--- src/rtl/cond_pkg.sv ---
// cond_pkg: condition codes and flag bit positions shared by the conditional-execution unit
package cond_pkg;
    typedef enum logic [3:0] {
        EQ, NE, CS, CC, MI, PL, VS, VC, HI, LS, GE, LT, GT, LE, AL, NV
    } cond_e;
    localparam int FLAG_N = 3;
    localparam int FLAG_Z = 2;
    localparam int FLAG_C = 1;
    localparam int FLAG_V = 0;
    localparam int FLAGW_NZ = 1;
    localparam int FLAGW_CV = 0;
endpackage

--- src/rtl/cond_if.sv ---
// cond_if: instruction-in / gated-result-out handshake bundle of the conditional-execution unit
interface cond_if #(parameter int CNT_W = 16);
    logic             in_valid;
    logic             in_ready;
    logic [3:0]       cond;
    logic [3:0]       alu_flags;
    logic [1:0]       flag_w;
    logic             reg_write_in;
    logic             mem_write_in;
    logic             pc_src_in;
    logic             out_valid;
    logic             out_ready;
    logic             cond_ex;
    logic             reg_write;
    logic             mem_write;
    logic             pc_src;
    logic [3:0]       flags;
    logic [CNT_W-1:0] skip_count;
    modport master (
        output in_valid, cond, alu_flags, flag_w, reg_write_in, mem_write_in, pc_src_in, out_ready,
        input  in_ready, out_valid, cond_ex, reg_write, mem_write, pc_src, flags, skip_count
    );
    modport slave (
        input  in_valid, cond, alu_flags, flag_w, reg_write_in, mem_write_in, pc_src_in, out_ready,
        output in_ready, out_valid, cond_ex, reg_write, mem_write, pc_src, flags, skip_count
    );
endinterface

--- src/rtl/cond_check.sv ---
// cond_check: evaluates a 4-bit condition field against {N,Z,C,V}
module cond_check
    import cond_pkg::*;
(
    input  logic [3:0] cond,
    input  logic [3:0] flags,
    output logic       pass
);
    logic  n, z, c, v, base;
    cond_e code;
    assign n    = flags[FLAG_N];
    assign z    = flags[FLAG_Z];
    assign c    = flags[FLAG_C];
    assign v    = flags[FLAG_V];
    assign code = cond_e'(cond);
    // even codes give the base test; odd codes are its complement, except the always pair
    always_comb begin
        base = cond[3:1] == 3'd0 ? z :
               cond[3:1] == 3'd1 ? c :
               cond[3:1] == 3'd2 ? n :
               cond[3:1] == 3'd3 ? v :
               cond[3:1] == 3'd4 ? c & ~z :
               cond[3:1] == 3'd5 ? n == v :
               cond[3:1] == 3'd6 ? ~z & (n == v) : 1'b1;
        pass = (code == AL || code == NV) ? 1'b1 : base ^ cond[0];
    end
endmodule

--- src/rtl/cond_unit.sv ---
// cond_unit: flag register plus one-stage valid/ready register gating write/branch strobes by condition
module cond_unit
    import cond_pkg::*;
#(
    parameter int         CNT_W       = 16,
    parameter logic [3:0] RESET_FLAGS = 4'b0000
) (
    input logic   clk,
    input logic   rst,
    cond_if.slave bus
);
    logic pass, acc;
    assign bus.in_ready = ~bus.out_valid | bus.out_ready;
    assign acc          = bus.in_valid & bus.in_ready;
    cond_check u_check (
        .cond  (bus.cond),
        .flags (bus.flags),
        .pass  (pass)
    );
    always_ff @(posedge clk) begin
        if (rst) begin
            bus.out_valid  <= 1'b0;
            bus.cond_ex    <= 1'b0;
            bus.reg_write  <= 1'b0;
            bus.mem_write  <= 1'b0;
            bus.pc_src     <= 1'b0;
            bus.flags      <= RESET_FLAGS;
            bus.skip_count <= '0;
        end else if (acc) begin
            bus.out_valid <= 1'b1;
            bus.cond_ex   <= pass;
            bus.reg_write <= bus.reg_write_in & pass;
            bus.mem_write <= bus.mem_write_in & pass;
            bus.pc_src    <= bus.pc_src_in & pass;
            if (pass) begin
                if (bus.flag_w[FLAGW_NZ]) begin
                    bus.flags[FLAG_N] <= bus.alu_flags[FLAG_N];
                    bus.flags[FLAG_Z] <= bus.alu_flags[FLAG_Z];
                end
                if (bus.flag_w[FLAGW_CV]) begin
                    bus.flags[FLAG_C] <= bus.alu_flags[FLAG_C];
                    bus.flags[FLAG_V] <= bus.alu_flags[FLAG_V];
                end
            end else if (~&bus.skip_count) begin
                bus.skip_count <= bus.skip_count + 1'b1;
            end
        end else if (bus.out_ready) begin
            bus.out_valid <= 1'b0;
        end
    end
endmodule

--- src/flat_wrapper.sv ---
// flat-port wrapper written by rule: the top's interface ports become plain ports
module cond_unit_flat import cond_pkg::*;
#(
    parameter int         CNT_W       = 16,
    parameter logic [3:0] RESET_FLAGS = 4'b0000
)
  (clk, rst, bus_in_valid, bus_cond, bus_alu_flags, bus_flag_w, bus_reg_write_in, bus_mem_write_in, bus_pc_src_in, bus_out_ready, bus_in_ready, bus_out_valid, bus_cond_ex, bus_reg_write, bus_mem_write, bus_pc_src, bus_flags, bus_skip_count);
  cond_if #(.CNT_W(CNT_W)) bus_i ();
  input logic clk;
  input logic rst;
  input wire logic [$bits(bus_i.in_valid)-1:0] bus_in_valid;
  input wire logic [$bits(bus_i.cond)-1:0] bus_cond;
  input wire logic [$bits(bus_i.alu_flags)-1:0] bus_alu_flags;
  input wire logic [$bits(bus_i.flag_w)-1:0] bus_flag_w;
  input wire logic [$bits(bus_i.reg_write_in)-1:0] bus_reg_write_in;
  input wire logic [$bits(bus_i.mem_write_in)-1:0] bus_mem_write_in;
  input wire logic [$bits(bus_i.pc_src_in)-1:0] bus_pc_src_in;
  input wire logic [$bits(bus_i.out_ready)-1:0] bus_out_ready;
  output wire logic [$bits(bus_i.in_ready)-1:0] bus_in_ready;
  output wire logic [$bits(bus_i.out_valid)-1:0] bus_out_valid;
  output wire logic [$bits(bus_i.cond_ex)-1:0] bus_cond_ex;
  output wire logic [$bits(bus_i.reg_write)-1:0] bus_reg_write;
  output wire logic [$bits(bus_i.mem_write)-1:0] bus_mem_write;
  output wire logic [$bits(bus_i.pc_src)-1:0] bus_pc_src;
  output wire logic [$bits(bus_i.flags)-1:0] bus_flags;
  output wire logic [$bits(bus_i.skip_count)-1:0] bus_skip_count;
  assign bus_i.in_valid = bus_in_valid;
  assign bus_i.cond = bus_cond;
  assign bus_i.alu_flags = bus_alu_flags;
  assign bus_i.flag_w = bus_flag_w;
  assign bus_i.reg_write_in = bus_reg_write_in;
  assign bus_i.mem_write_in = bus_mem_write_in;
  assign bus_i.pc_src_in = bus_pc_src_in;
  assign bus_i.out_ready = bus_out_ready;
  assign bus_in_ready = bus_i.in_ready;
  assign bus_out_valid = bus_i.out_valid;
  assign bus_cond_ex = bus_i.cond_ex;
  assign bus_reg_write = bus_i.reg_write;
  assign bus_mem_write = bus_i.mem_write;
  assign bus_pc_src = bus_i.pc_src;
  assign bus_flags = bus_i.flags;
  assign bus_skip_count = bus_i.skip_count;
  cond_unit #(.CNT_W(CNT_W), .RESET_FLAGS(RESET_FLAGS)) u_core (.clk(clk), .rst(rst), .bus(bus_i));
endmodule
--- config.mk ---
export PLATFORM = sky130hd
export DESIGN_NAME = cond_unit_flat
export DESIGN_NICKNAME = d
export VERILOG_FILES = /design/src/rtl/cond_pkg.sv /design/src/rtl/cond_if.sv /design/src/rtl/cond_check.sv /design/src/rtl/cond_unit.sv /design/src/flat_wrapper.sv
export SDC_FILE = /design/constraint.sdc
export NUM_CORES = 1
export LEC_CHECK = 0
export CAP_MARGIN = 20
export CORE_AREA = 2 2 68 70
export CTS_BUF_LIST = sky130_fd_sc_hd__clkbuf_8
export CTS_CLUSTER_DIAMETER = 40
export CTS_CLUSTER_SIZE = 40
export DETAILED_ROUTE_END_ITERATION = 8
export DIE_AREA = 0 0 70 72
export PLACE_DENSITY = 0.59
export REMOVE_ABC_BUFFERS = 1
export SYNTH_ARGS = -nofsm -noshare
export SYNTH_HDL_FRONTEND = slang
export SYNTH_SLANG_ARGS = --single-unit
--- constraint.sdc ---
create_clock -name clk -period 3.6 [get_ports clk]
set_input_delay 0.9 -clock clk [delete_from_list [all_inputs] [get_ports clk]]
set_output_delay 0.9 -clock clk [all_outputs]
set_load 0.02 [all_outputs]
==> results of run 1 <==
==> logic make-up after synthesis <==
kind of cell | Yosys count
compound gates | 42
fa+ha+maj | 1
buf+inv | 11
flops | 25
mux | 9
simple gates | 81
==> metal layers <==
| metal | share of wire [%] | GRT usage (%) | vias up | wire, um |
|---|---|---|---|---|
| met5 | 0 | 0 | - | 0 |
| met2 | 46 | 22.4 | 28 | 1510 |
| met3 | 4.1 | 2.22 | 4 | 134 |
| met1 | 49 | 18.5 | 641 | 1620 |
| met4 | 1.0 | 4.27 | 0 | 33 |
| li1 | - | - | 709 | - |
==> cell usage after synthesis, drive strengths merged <==
library cell,count,area share [%]
dfxtp,25,36
nand2,20,5.6
a21oi,19,6.9
nor2,13,3.5
o21ai,11,4.0
or3,7,3.2
nand3,6,2.2
nand4,6,3.2
or4,6,3.5
mux2i,5,3.6
nand2b,5,2.3
nor2b,5,2.3
o31ai,5,2.7
and2,4,1.8
clkbuf,4,1.1
inv,4,1.1
mux2,4,3.3
buf,3,2.4
and3,2,0.90
and4,2,1.3
nor3,2,0.72
nor4,2,1.4
a211oi,1,0.54
a21boi,1,0.54
a22oi,1,1.5
a31oi,1,0.45
a32oi,1,1.2
ha,1,0.90
o21bai,1,0.54
o41ai,1,0.63
or3b,1,0.63
==> power by group through the flow <==
stage / Clock [mW] / Combinational (mW) / Sequential [mW]
final: 0.168 / 0.109 / 0.290
after global routing: 0.185 / 0.119 / 0.292
after CTS: 0.173 / 0.110 / 0.291
after detailed placement: 0 / 0.110 / 0.297
after global placement: 0 / 0.109 / 0.297
after floorplan: 0 / 0.0447 / 0.305
==> critical path, cell delays in order <==
cell and delay, ns:
sky130_fd_sc_hd__clkdlybuf4s50_1 0.48, sky130_fd_sc_hd__nand2_1 0.15, sky130_fd_sc_hd__a21boi_0 0.12, sky130_fd_sc_hd__or4_4 0.56, sky130_fd_sc_hd__a22oi_4 0.24, sky130_fd_sc_hd__nand2_2 0.17, sky130_fd_sc_hd__nor4_1 0.37, sky130_fd_sc_hd__mux2_1 0.35
==> worst paths after layout <==
path	slack (ns)	cells after the start	end
setup / recovery	0.43	8	u_core.bus.skip_count[12]$_SDFFE_PP0P_
hold / removal	0.45	2	u_core.bus.pc_src$_SDFFE_PP0P_
setup reg to reg	1.17	7	u_core.bus.skip_count[12]$_SDFFE_PP0P_
hold reg to reg	0.45	2	u_core.bus.pc_src$_SDFFE_PP0P_
==> final cells by class <==
class	instances	area (um2)
sequential	25	500
clock inverter	1	3.75
fill	439	2350
multi-input combinational	133	818
clock buffer	3	41.3
inverter	4	15.0
timing repair buffer	48	465
tap	52	65.1
==> stage by stage <==
stage	instances	area, um2	power, mW	worst slack [ns]	utilization (%)
after floorplan	162	1330	0.349	0.788	-
after global placement	262	1860	0.406	0.220	43.7
after detailed placement	262	1860	0.407	0.152	43.7
after CTS	266	1910	0.574	0.431	44.8
after global routing	266	1910	0.596	0.271	44.8
final	266	1910	0.567	0.427	44.8
==> state kept, by name, indices dropped and copies added, names as in the netlist <==
signal	flops
u_core.bus.reg_write	1
u_core.bus.flags	4
u_core.bus.mem_write	1
u_core.bus.out_valid	1
u_core.bus.skip_count	16
u_core.bus.pc_src	1
u_core.bus.cond_ex	1
==> parameters.txt, run 1 <==
Parameter                              Value

Outcome
  Run status ... complete, no violations

Placed design
  HPWL after detailed placement ... 2.51 mm
  Port Buffer Count ... 42
  Placer's final routability congestion estimate ... 0.850

Synth
  XOR/XNOR Fraction of Synth Area ... 0%
  Main combinational cell family by area after synthesis ... simple AND/OR/NAND/NOR gates
  Summed instance area of the synthesized netlist ... 1380 um2
  Post-synthesis simple-gate area fraction ... 32.4%
  Arithmetic-cell share of the synthesized area counting full adders, half adders and majority gates ... 0.905%
  Post-synthesis sequential area ratio ... 36.2%
  Mux contribution to synthesized area ... 6.88%
  Gate count after technology mapping ... 169
  Post-synthesis sequential element count ... 25
  Yosys warnings ... 0
  Synth Area per Inst ... 8.18 um2
  Compound-Gate Fraction of Synth Area ... 19.0%
  Count of cell types in the netlist ... 37

Min path
  Beginning of the worst hold path ... u_core.bus.pc_src$_SDFFE_PP0P_
  Type of the tightest min-delay check ... register to register

Power and ir drop
  Cell-internal power ... 414 uW
  Power dissipated by switching net loads ... 153 uW
  Switching share of total power ... 27.0%
  Leakage Power ... 0.650 nW
  Sequential group share of total power ... 51.2%
  Worst-case vdd ir drop ... 0.147 mV
  Proportion of power drawn by combinational gates ... 19.3%
  Clock power frac ... 29.5%
  Power density normalized to cell area ... 297 nW/um2

Timing
  Unrepaired setup endpoints after global routing ... false
  Final Hold Violating Endpoints ... 0
  Largest clock skew in the final design ... 0.00281 ns
  Crit share post-route ... 88.1%
  Total negative setup slack ... 0 ns
  Max Freq ... 0.315 GHz
  Final hold slack ... 0.454 ns
  Setup violations, final ... 0
  Slew Limit Headroom ... 51.7%
  Fin crit period ... 3.17 ns
  Max-slew violation total from the final report ... 0
  Slew at the pin with the worst max-slew slack ... 0.722 ns

Detailed routing
  First DRT Iteration DRCs ... 85
  Detail-routed net length per standard cell ... 12.4 um
  Drt total wl ... 3.29 mm
  Remaining routing DRC violations ... 0
  Number of vias in the routed layout ... 1382
  Number of nets with antenna violations after routing ... 0
  First drt pass iteration count ... 4
  Via-per-instance ratio ... 5.20

Worst setup path
  CP required ... 3.76 ns
  Kind of start point of the critical path ... primary input
  Worst Setup SP ... bus_cond[2]
  Crit path DAT ... 3.34 ns
  CP max FO ... 10
  Kind of critical path ... primary input to register
  Endpoint type of the worst setup path ... register
  Launching point of the worst reg2reg path ... u_core.bus.flags[3]$_SDFFE_PP0P_

Floorplanning
  Floorplan die area ... 5040 um2
  Top-Level Pins ... 43
  Initial Utilization ... 32.4%
  Placement row count ... 24
  Horizontal extent of the die ... 70 um
  Core area ... 4260 um2
  Die Ht ... 72 um

CTS
  H-tree lvl count ... 1
  Number of buffers inserted for hold repair after clock tree synthesis ... 0
  Clock Sink Count ... 25
  Clock tree from TritonCTS ... done
  Clock-pin slew on the worst setup and hold paths ... 0.09 ns
  Post-CTS Setup Bufs ... 0
  Worst-skew pair later-pin latency ... 0.27 ns
  Cell chosen for the clock root ... sky130_fd_sc_hd__clkbuf_8
  CTS Buf Count ... 3
  Buffer levels on the longest clock path ... 2
  # resized after CTS ... 0

GRT
  Pin count of the biggest net entering global routing ... 21
  Initial antenna violation count ... 0
  GRT Util Overall ... 13.6%
  Wire length of the first global-routing pass ... 5.72 mm
  Aggregate global routing overflow ... 0
  Via count of the first global-routing pass ... 1257

Cells and area
  Most common cell after layout, fill and taps aside ... sky130_fd_sc_hd__clkdlybuf4s50_1
  Area grow syn2layout ... 38.1%
  Share of final-layout standard cells stronger than drive strength 1 ... 7.48%
  Diodes inserted ... 0
  Commonest cells after routing, fill and taps aside ... 42 x sky130_fd_sc_hd__clkdlybuf4s50_1, 25 x sky130_fd_sc_hd__dfxtp_1, 19 x sky130_fd_sc_hd__nand2_1, 19 x sky130_fd_sc_hd__a21oi_1, 13 x sky130_fd_sc_hd__nor2_1
  Net count of the finished layout ... 233

Flow run
  Max-cap violations ... 0
Note: power is estimated with default switching activity, not from simulation.
==> run 2, diff against run 1 <==
- CORE_AREA: 2 2 68 70 -> 8 8 74 76
- DIE_AREA: 0 0 70 72 -> 0 0 82 84
- GPL_ROUTABILITY_DRIVEN: unset -> 1
==> run 2 against run 1 <==
Utilization down 0.35 points. Routed wire length up 8.9%. Combinational power about the same. Cell area down 0.79%. Critical endpoint unchanged. Largest cell class unchanged. Largest power group unchanged.
==> parameters.txt, run 2 (same netlist as run 1, synthesis figures left out) <==
Parameter                              Value

Timing
  Total negative setup slack ... 0 ns
  Fin crit period ... 3.30 ns
  Slew Limit Headroom ... 54.9%
  Crit share post-route ... 91.8%
  Setup violations, final ... 0
  Unrepaired setup endpoints after global routing ... false
  Slew at the pin with the worst max-slew slack ... 0.674 ns
  Largest clock skew in the final design ... 0.00385 ns
  Max-slew violation total from the final report ... 0
  Max Freq ... 0.303 GHz
  Final Hold Violating Endpoints ... 0

Placed design
  HPWL after detailed placement ... 2.75 mm
  Port Buffer Count ... 42
  Placer's final routability congestion estimate ... 0.758

Worst setup path
  Kind of start point of the critical path ... primary input
  CP max FO ... 11
  CP required ... 3.75 ns
  Kind of critical path ... primary input to register
  Worst Setup SP ... bus_cond[1]
  Logic depth of the worst register-to-register path ... 7
  Crit path DAT ... 3.46 ns
  Endpoint type of the worst setup path ... register
  Launching point of the worst reg2reg path ... u_core.bus.flags[0]$_SDFFE_PP0P_

Floorplanning
  Placement row count ... 24
  Horizontal extent of the die ... 82 um
  Core area ... 4260 um2
  Initial Utilization ... 32.4%
  Floorplan die area ... 6890 um2
  Top-Level Pins ... 43
  Die Ht ... 84 um

CTS
  Clock tree from TritonCTS ... done
  Clock Sink Count ... 25
  Buffer levels on the longest clock path ... 2
  Post-CTS Setup Bufs ... 0
  H-tree lvl count ... 1
  Cell chosen for the clock root ... sky130_fd_sc_hd__clkbuf_8
  Clock-pin slew on the worst setup and hold paths ... 0.08 ns
  # resized after CTS ... 0
  CTS Buf Count ... 3
  Number of buffers inserted for hold repair after clock tree synthesis ... 0
  Worst-skew pair later-pin latency ... 0.26 ns

Detailed routing
  Via-per-instance ratio ... 5.09
  Number of nets with antenna violations after routing ... 0
  Number of vias in the routed layout ... 1345
  First DRT Iteration DRCs ... 35
  Detail-routed net length per standard cell ... 13.6 um
  First drt pass iteration count ... 4
  Remaining routing DRC violations ... 0
  Drt total wl ... 3.59 mm

GRT
  Pin count of the biggest net entering global routing ... 21
  Wire length of the first global-routing pass ... 5.93 mm
  Aggregate global routing overflow ... 0
  Initial antenna violation count ... 0
  Via count of the first global-routing pass ... 1304
  GRT Util Overall ... 10.4%

Cells and area
  Area grow syn2layout ... 37.0%
  Most common cell after layout, fill and taps aside ... sky130_fd_sc_hd__clkdlybuf4s50_1
  Biggest regs ... u_core.bus.skip_count (16), u_core.bus.flags (4)
  Max reg flops ... 16
  Fillcell total ... 438
  Share of final-layout standard cells stronger than drive strength 1 ... 6.60%
  Commonest cells after routing, fill and taps aside ... 42 x sky130_fd_sc_hd__clkdlybuf4s50_1, 25 x sky130_fd_sc_hd__dfxtp_1, 19 x sky130_fd_sc_hd__nand2_1, 19 x sky130_fd_sc_hd__a21oi_1, 13 x sky130_fd_sc_hd__nor2_1
  Largest register by flop count ... u_core.bus.skip_count
  Net count of the finished layout ... 231
  Diodes inserted ... 0

Min path
  Hold-critical path depth ... 2
  Type of the tightest min-delay check ... register to register
  Beginning of the worst hold path ... u_core.bus.mem_write$_SDFFE_PP0P_

Power and ir drop
  Leakage Power ... 0.641 nW
  Power density normalized to cell area ... 295 nW/um2
  Final Power ... 560 uW
  Worst-case vdd ir drop ... 0.124 mV

Outcome
  Run status ... complete, no violations

Flow run
  Max-cap violations ... 0
-- run 2: worst paths after layout --
check        slack [ns]                                endpoint
max                0.30  u_core.bus.skip_count[12]$_SDFFE_PP0P_
min                0.46       u_core.bus.mem_write$_SDFFE_PP0P_
max reg2reg        1.10  u_core.bus.skip_count[12]$_SDFFE_PP0P_
min reg2reg        0.46       u_core.bus.mem_write$_SDFFE_PP0P_
-- run 2: report_power, final --
| group | internal (mW) | switching, mW | total, mW |
|---|---|---|---|
| clock | 0.0762 | 0.0855 | 0.162 |
| sequential | 0.284 | 0.00711 | 0.291 |
| combinational | 0.0522 | 0.0552 | 0.107 |
-- run 2: final cells by class --
type / instances / area (um2) / share of cell area [%]
inverter: 4 / 15.0 / 0.793
tap: 52 / 65.1 / 3.43
sequential: 25 / 500 / 26.4
clock inverter: 1 / 3.75 / 0.198
clock buffer: 3 / 41.3 / 2.18
timing repair buffer: 46 / 450 / 23.8
multi-input combinational: 133 / 818 / 43.2
-- run 2: stage by stage --
stage	hold WS, ns	instance area, um2	setup slack (ns)	std cells	util [%]
2_1_floorplan	0.524	1330	0.788	162	-
3_3_place_gp	0.441	1850	0.135	260	43.4
3_5_place_dp	0.447	1850	0.0576	260	43.4
4_1_cts	0.459	1890	0.347	264	44.4
5_1_grt	0.493	1890	0.184	264	44.4
6_report	0.458	1890	0.296	264	44.4
-- run 2: worst max-delay path: stages --
cell,delay (ns)
sky130_fd_sc_hd__clkdlybuf4s50_1,0.50
sky130_fd_sc_hd__nand2_1,0.17
sky130_fd_sc_hd__a21boi_0,0.13
sky130_fd_sc_hd__or4_4,0.56
sky130_fd_sc_hd__a22oi_4,0.25
sky130_fd_sc_hd__nand2_2,0.19
sky130_fd_sc_hd__nor4_1,0.39
sky130_fd_sc_hd__mux2_1,0.36
-- run 2: routing by layer --
layer / share of wire (%) / global-route usage, % / vias up
met5: 0 / 0 / -
met4: 1.1 / 4.47 / 0
met3: 5.6 / 2.37 / 2
met2: 46 / 16.7 / 23
met1: 48 / 12.7 / 612
li1: - / - / 708
